## src/rtl/sata_fifo_wr_ctrl.sv

```systemverilog
// Write-side control of the 8-entry gray-pointer CDC FIFO.
// Owns the binary write counter, publishes its gray image to the read
// domain, synchronizes the read gray pointer back and derives registered
// fill-level, high, full and ready flags (usable depth 7).
module sata_fifo_wr_ctrl #(
  parameter int unsigned SYNC_STAGES = 2
) (
  input  logic       clk,
  input  logic       rst_n,
  input  logic       din_valid,
  output logic       din_ready,
  output logic       wr_en,
  output logic [2:0] wr_addr,
  output logic [2:0] cnt_wr,
  input  logic [2:0] cnt_rd_async,
  output logic       full,
  output logic       high,
  output logic [2:0] level
);

  typedef enum logic [1:0] {
    ST_RESET   = 2'b00,
    ST_ACCEPT  = 2'b01,
    ST_BLOCKED = 2'b10
  } state_t;

  state_t     r_state;
  state_t     w_state_nxt;
  logic       r_din_ready;
  logic       w_ready_nxt;

  logic [2:0] r_wr_bin;
  logic [2:0] r_cnt_wr;
  logic [2:0] r_level;
  logic       r_full;
  logic       r_high;
  logic [2:0] r_sync [SYNC_STAGES];

  logic       w_wr_en;
  logic [2:0] w_wr_bin_next;
  logic [2:0] w_rd_sync;
  logic [2:0] w_rd_bin;
  logic [2:0] w_lvl_n;

  function automatic logic [2:0] bin2gray(input logic [2:0] b);
    return b ^ (b >> 1);
  endfunction

  assign w_wr_en       = din_valid & r_din_ready;
  assign w_wr_bin_next = r_wr_bin + {2'b00, w_wr_en};
  assign w_rd_sync     = r_sync[SYNC_STAGES-1];
  assign w_rd_bin[2]   = w_rd_sync[2];
  assign w_rd_bin[1]   = w_rd_sync[2] ^ w_rd_sync[1];
  assign w_rd_bin[0]   = w_rd_bin[1] ^ w_rd_sync[0];
  assign w_lvl_n       = w_wr_bin_next - w_rd_bin;

  assign wr_en     = w_wr_en;
  assign wr_addr   = r_wr_bin;
  assign cnt_wr    = r_cnt_wr;
  assign din_ready = r_din_ready;
  assign full      = r_full;
  assign high      = r_high;
  assign level     = r_level;

  // Read-pointer synchronizer chain; the last stage feeds the status path.
  always_ff @(posedge clk or negedge rst_n) begin
    if (!rst_n) begin
      for (int unsigned i = 0; i < SYNC_STAGES; i++) r_sync[i] <= '0;
    end else begin
      r_sync[0] <= cnt_rd_async;
      for (int unsigned i = 1; i < SYNC_STAGES; i++) r_sync[i] <= r_sync[i-1];
    end
  end

  // Write pointer: binary slot address and its gray image, both registered
  // so the gray value crossing to the read domain flips one bit per write.
  always_ff @(posedge clk or negedge rst_n) begin
    if (!rst_n) begin
      r_wr_bin <= '0;
      r_cnt_wr <= '0;
    end else begin
      r_wr_bin <= w_wr_bin_next;
      r_cnt_wr <= bin2gray(w_wr_bin_next);
    end
  end

  // Status flags from the post-write level against the synchronized read pointer.
  always_ff @(posedge clk or negedge rst_n) begin
    if (!rst_n) begin
      r_level <= '0;
      r_full  <= 1'b0;
      r_high  <= 1'b0;
    end else begin
      r_level <= w_lvl_n;
      r_full  <= (w_lvl_n == 3'd7);
      r_high  <= (w_lvl_n >= 3'd4);
    end
  end

  // Acceptance state register; ready is held as its own flop so it is
  // driven straight from a register rather than a state decode.
  always_ff @(posedge clk or negedge rst_n) begin
    if (!rst_n) begin
      r_state     <= ST_RESET;
      r_din_ready <= 1'b0;
    end else begin
      r_state     <= w_state_nxt;
      r_din_ready <= w_ready_nxt;
    end
  end

  // Next acceptance state: blocked exactly while the projected level is 7.
  always_comb begin
    w_state_nxt = r_state;
    w_ready_nxt = 1'b0;
    case (r_state)
      ST_RESET, ST_ACCEPT, ST_BLOCKED: begin
        if (w_lvl_n == 3'd7) begin
          w_state_nxt = ST_BLOCKED;
          w_ready_nxt = 1'b0;
        end else begin
          w_state_nxt = ST_ACCEPT;
          w_ready_nxt = 1'b1;
        end
      end
      default: begin
        w_state_nxt = ST_RESET;
        w_ready_nxt = 1'b0;
      end
    endcase
  end

endmodule

```

## config.mk

```make
export PLATFORM = sky130hd
export DESIGN_NAME = sata_fifo_wr_ctrl
export DESIGN_NICKNAME = d
export VERILOG_FILES = /design/src/rtl/sata_fifo_wr_ctrl.sv
export SDC_FILE = /design/constraint.sdc
export NUM_CORES = 1
export LEC_CHECK = 0
export CAP_MARGIN = 20
export CELL_PAD_IN_SITES_DETAIL_PLACEMENT = 0
export CELL_PAD_IN_SITES_GLOBAL_PLACEMENT = 1
export CORE_MARGIN = 2
export CORE_UTILIZATION = 38
export DETAILED_ROUTE_END_ITERATION = 8
export MAX_ROUTING_LAYER = met4
export PLACE_DENSITY_LB_ADDON = 0.05
export RECOVER_POWER = 25
export SYNTH_ARGS = -nofsm -noshare
export SYNTH_HDL_FRONTEND = slang
export SYNTH_SLANG_ARGS = --single-unit
```

## constraint.sdc

```tcl
create_clock -name clk -period 5.55 [get_ports clk]
set_input_delay 1.11 -clock clk [delete_from_list [all_inputs] [get_ports clk]]
set_output_delay 1.11 -clock clk [all_outputs]
set_load 0.005 [all_outputs]
```

[Yosys cells after proc, flatten, opt, wreduce, memory -nomap -nowiden]
Index checks and enable logic that the tools add are counted.
Word-level totals
  word-level logic and storage cells: 25
  bits in writable memories: 0
  input bits: 6
  bits in registers: 20
  memories kept: 0
  bits in latches: 0
  memory bits (read-only): 0
Operators by class
  multiply operators: 0
  reductions and logical operators: 2
  multiplexer cells: 4
  $lt $le $gt $ge: 1
  bitwise operators: 4
  shifts and indexed selects: 0
  divide/modulo/power cells: 0
  eq/ne operators: 3
  add/subtract/negate cells: 2
Operators with widths (count)
  $mux W2: 2
  $add A3 B1 Y3: 1
  $eq A3 B3 Y1 const B: 1
  $ge A3 B3 Y1 const B: 1
  $reduce_or A3 Y1: 1
  $sub A3 B3 Y3: 1
  $xor A3 B2 Y3: 1
  $eq A2 B1 Y1 const B: 1
  $eq A2 B2 Y1 const B: 1
  $logic_not A2 Y1: 1
  $mux W1: 2
  $xor A1 B1 Y1: 2
  $and A1 B1 Y1: 1

[Depth between registers and ports, before layout]
  word-level depth: 6
  gate-level depth with buffers: 9

[Worst setup path after synthesis]
No wires, ideal clock.
  kind: input to register
  from: input port din_valid
  to: register r_din_ready (netlist: din_ready)
  library setup time: 0.086 ns
  setup slack: 2.608 ns
  required time: 5.464 ns
  arrival: 2.857 ns
  cell stages on the path: 9
  cells stage by stage: and2_1 ha_1 ha_1 inv_1 fa_1 xnor2_1 xnor2_2 inv_1 a32oi_1
On the way
  cells in the longest elaborated chain, start to end: 6
Ends and longest elaborated chain
  from (decl): RTL line 10  | input logic din_valid,
  $and A1 B1 Y1: RTL line 49  | assign w_wr_en = din_valid & r_din_ready;
  $add A3 B1 Y3: RTL line 50  | assign w_wr_bin_next = r_wr_bin + {2'b00, w_wr_en};
  net w_wr_bin_next[1]: RTL line 40  | logic [2:0] w_wr_bin_next;
  $sub A3 B3 Y3: RTL line 55  | assign w_lvl_n = w_wr_bin_next - w_rd_bin;
  net w_lvl_n[2]: RTL line 43  | logic [2:0] w_lvl_n;
  $eq A3 B3 Y1: RTL line 118  | if (w_lvl_n == 3'd7) begin
  $mux W1: RTL line 118
  $mux W1: RTL line 116  | case (r_state)
  net w_ready_nxt: RTL line 30  | logic w_ready_nxt;
  to (signal assigned): RTL line 108  | r_din_ready <= w_ready_nxt;
  to (decl): RTL line 29  | logic r_din_ready;
The timed path passes the listed nets, and every way through them passes these cells.

[Final worst setup path]
  from: input port din_valid
  to: output port wr_en
On the way
  cells in the longest elaborated chain, start to end: 1
Ends and longest elaborated chain
  $and A1 B1 Y1: RTL line 49
  to (decl): RTL line 12  | output logic wr_en,
Every way passes these cells.

==> results.yml <==
status:
  status: "finished clean"
timing:
  timing_hold_violations_final: 0
  relSlewSlack_pct: 52.5
  slew_violations: 0
  fin_worst_skew_ns: 0.00237
  fin_setup_tns_ns: 0
  tightest_slew_ns: 0.710
  finalSetupViolations: 0
  period_needed_ns: 3.30
  max_freq_ghz: 0.303
  fin_crit_sh_pct: 59.4
  rsz0062_at_grt: "no"
finish:
  fin_area_um2: 850
  drive_above_1_share_pct: 9.84
  nets: 72
  syn_to_final_growth_pct: 33.1
  antenna_cells: 0
detailed_routing:
  drtIter0Drc: 0
  final_antenna_net_count: 0
  via_per_inst: 4.49
  wl_um: 936
  wl_per_cell_um: 12.2
  via_count: 346
  firstDrtPassIters: 1
  drc: 0
die:
  die-width_um: 45.0
  ios: 19
  core_area_mm2: 0.00154
  die_area_mm2: 0.00202
  initial_utilization_pct: 41.4
  die_y_um: 45.0
  rows: 14
critical_path:
  worst-endpoint-arrival_ns: 2.19
  cp-end-kind: "primary output"
  cp-startpoint: "din_valid"
  worstPathCellList: "clkdlybuf4s50_1, and2_1, clkdlybuf4s50_1"
  path_buf_inv: 2
  worstReg2RegStart: "din_ready"
  path_max_fanout: 2
  critPathTopFamily: "buffers and inverters"
  cp.required_ns: 4.44
  crit_path_top_delay_cell: "clkdlybuf4s50_1"
  setup.worst_path.class: "in -> out"
  crit_top_cell: "clkdlybuf4s50_1"
  critPathMaxStageDelay_ns: 0.49
  startpoint_type: "input pin"
grt:
  grt_pass1_wl_um: 1530
  met2_usage_pct: 18.6
  grt_start_max_net_pins: 18
  grt_pass1_vias: 355
  antenna_found_initial: 0
  top_usage_layer: "met2"
  grt-ovfl-total: 0
  grtUsageMet3_pct: 2.40
  track_usage_pct: 11.8
  grtUsageMet1_pct: 13.9
clocking:
  cts_setup_buffers: 0
  cts_resized: 0
  cts.sinks: 17
  clk_latency_ns: 0.28
  cts_tree: "built"
  root_buffer: "clkbuf_4"
  cts_max_level: 1
  path_clk_slew_ns: 0.09
  hold_buffers: 0
  cts_buffer_depth: 2
  cts_inserted_buffers: 3
synthesis:
  postSynthAreaPerCell_um2: 15.6
  yosys_warnings: 0
  syn_nets: 51
  syn_inst: 41
  synth-seq-cells: 17
  seq_area_frac_synth_pct: 66.7
  synth.distinct_cells: 12
  netlist_area_um2: 638
worst_hold_path:
  hold_class: "reg -> reg"
  hold_path_startpoint: "r_sync[4]"
flow_run:
  maxCapViolCount: 0
pwr:
  p_total_uw: 512
  leakage_nw: 0.390
  ir_drop_uv: 250
  p_per_area_mw_per_mm2: 602
placement:
  dpl_cell_area_um2: 823
  port_buffers: 18
  gp_congestion: 0.773
-- cell usage after synthesis --
master	instances	area [um^2]
ha_1	3	37.5
xnor2_2	2	32.5
a2111oi_2	1	15.0
a32oi_1	1	8.76
inv_1	6	22.5
dfrtp_1	17	425
buf_4	2	15.0
xnor2_1	2	17.5
nor3_1	1	5.00
fa_1	1	20.0
xor2_1	3	26.3
and2_1	2	12.5
-- where the power goes --
| part | internal, mW | switching [mW] |
|---|---|---|
| clock | 0.0279 | 0.0345 |
| sequential | 0.167 | 0.0209 |
| combinational | 0.148 | 0.114 |
| total | 0.343 | 0.169 |
-- flip-flops by register name (all words and copies together) (netlist names) --
signal,cells
cnt_wr,3
din_ready,1
full,1
high,1
level,2
r_state,1
r_sync,3
w_rd_sync,3
wr_addr,2
-- routing by layer --
| layer | vias to the layer above | share of wire, % | routed length [um] |
|---|---|---|---|
| met1 | 161 | 42 | 395 |
| met4 | 0 | 0.43 | 4 |
| met3 | 2 | 7.5 | 70 |
| met2 | 16 | 50 | 466 |
| met5 | - | 0 | 0 |
| li1 | 167 | - | - |
-- stage by stage --
step | utilization, % | setup slack (ns) | hold WS (ns) | instances
CTS | 55.1 | 2.25 | 0.361 | 77
global placement | 53.4 | 2.09 | 0.342 | 73
global route | 55.1 | 2.16 | 0.379 | 77
floorplan | - | 2.61 | 0.331 | 41
detailed placement | 53.4 | 1.97 | 0.336 | 73
finish | 55.1 | 2.25 | 0.357 | 77
-- kinds of logic after synthesis --
kind of cell | after synthesis | synth area share, %
DFF | 17 | 66.7
adders and majority gates | 4 | 9.02
and+or+nand+nor | 3 | 2.74
xor gates and xnor gates | 7 | 12.0
AOI/OAI and AO/OA | 2 | 3.73
buffers and inverters | 8 | 5.88
-- cells in the final DEF, fill, tap and decap left out --
cell / count
xnor2_2: 2
nor3_1: 1
clkbuf_1: 1
xor2_1: 3
fa_1: 1
inv_1: 6
dfrtp_1: 17
clkdlybuf4s50_1: 14
a2111oi_2: 1
and2_1: 2
ha_1: 3
xnor2_1: 2
clkbuf_4: 3
a32oi_1: 1
dlygate4sd3_1: 4
-- cell type report --
cell class                      count  area [um^2]
Fill cell                         128          692
Sequential cell                    17          425
Timing Repair Buffer               18          180
Multi-Input combinational cell     16          175
Clock buffer                        4         26.3
Inverter                            6         22.5
Tap cell                           16         20.0
-- final timing paths --
path	endpoint	cells after the start	slack (ns)
min in group asynchronous	r_sync[5]	1	1.32
worst min register to register	w_rd_sync[1]	0	0.36
worst max register to register	din_ready	9	3.12
max in group asynchronous	wr_addr[1]	1	3.79
worst max-delay path	wr_en	3	2.25
worst min-delay path	w_rd_sync[1]	0	0.36
Note: power is estimated with default switching activity, not from simulation.
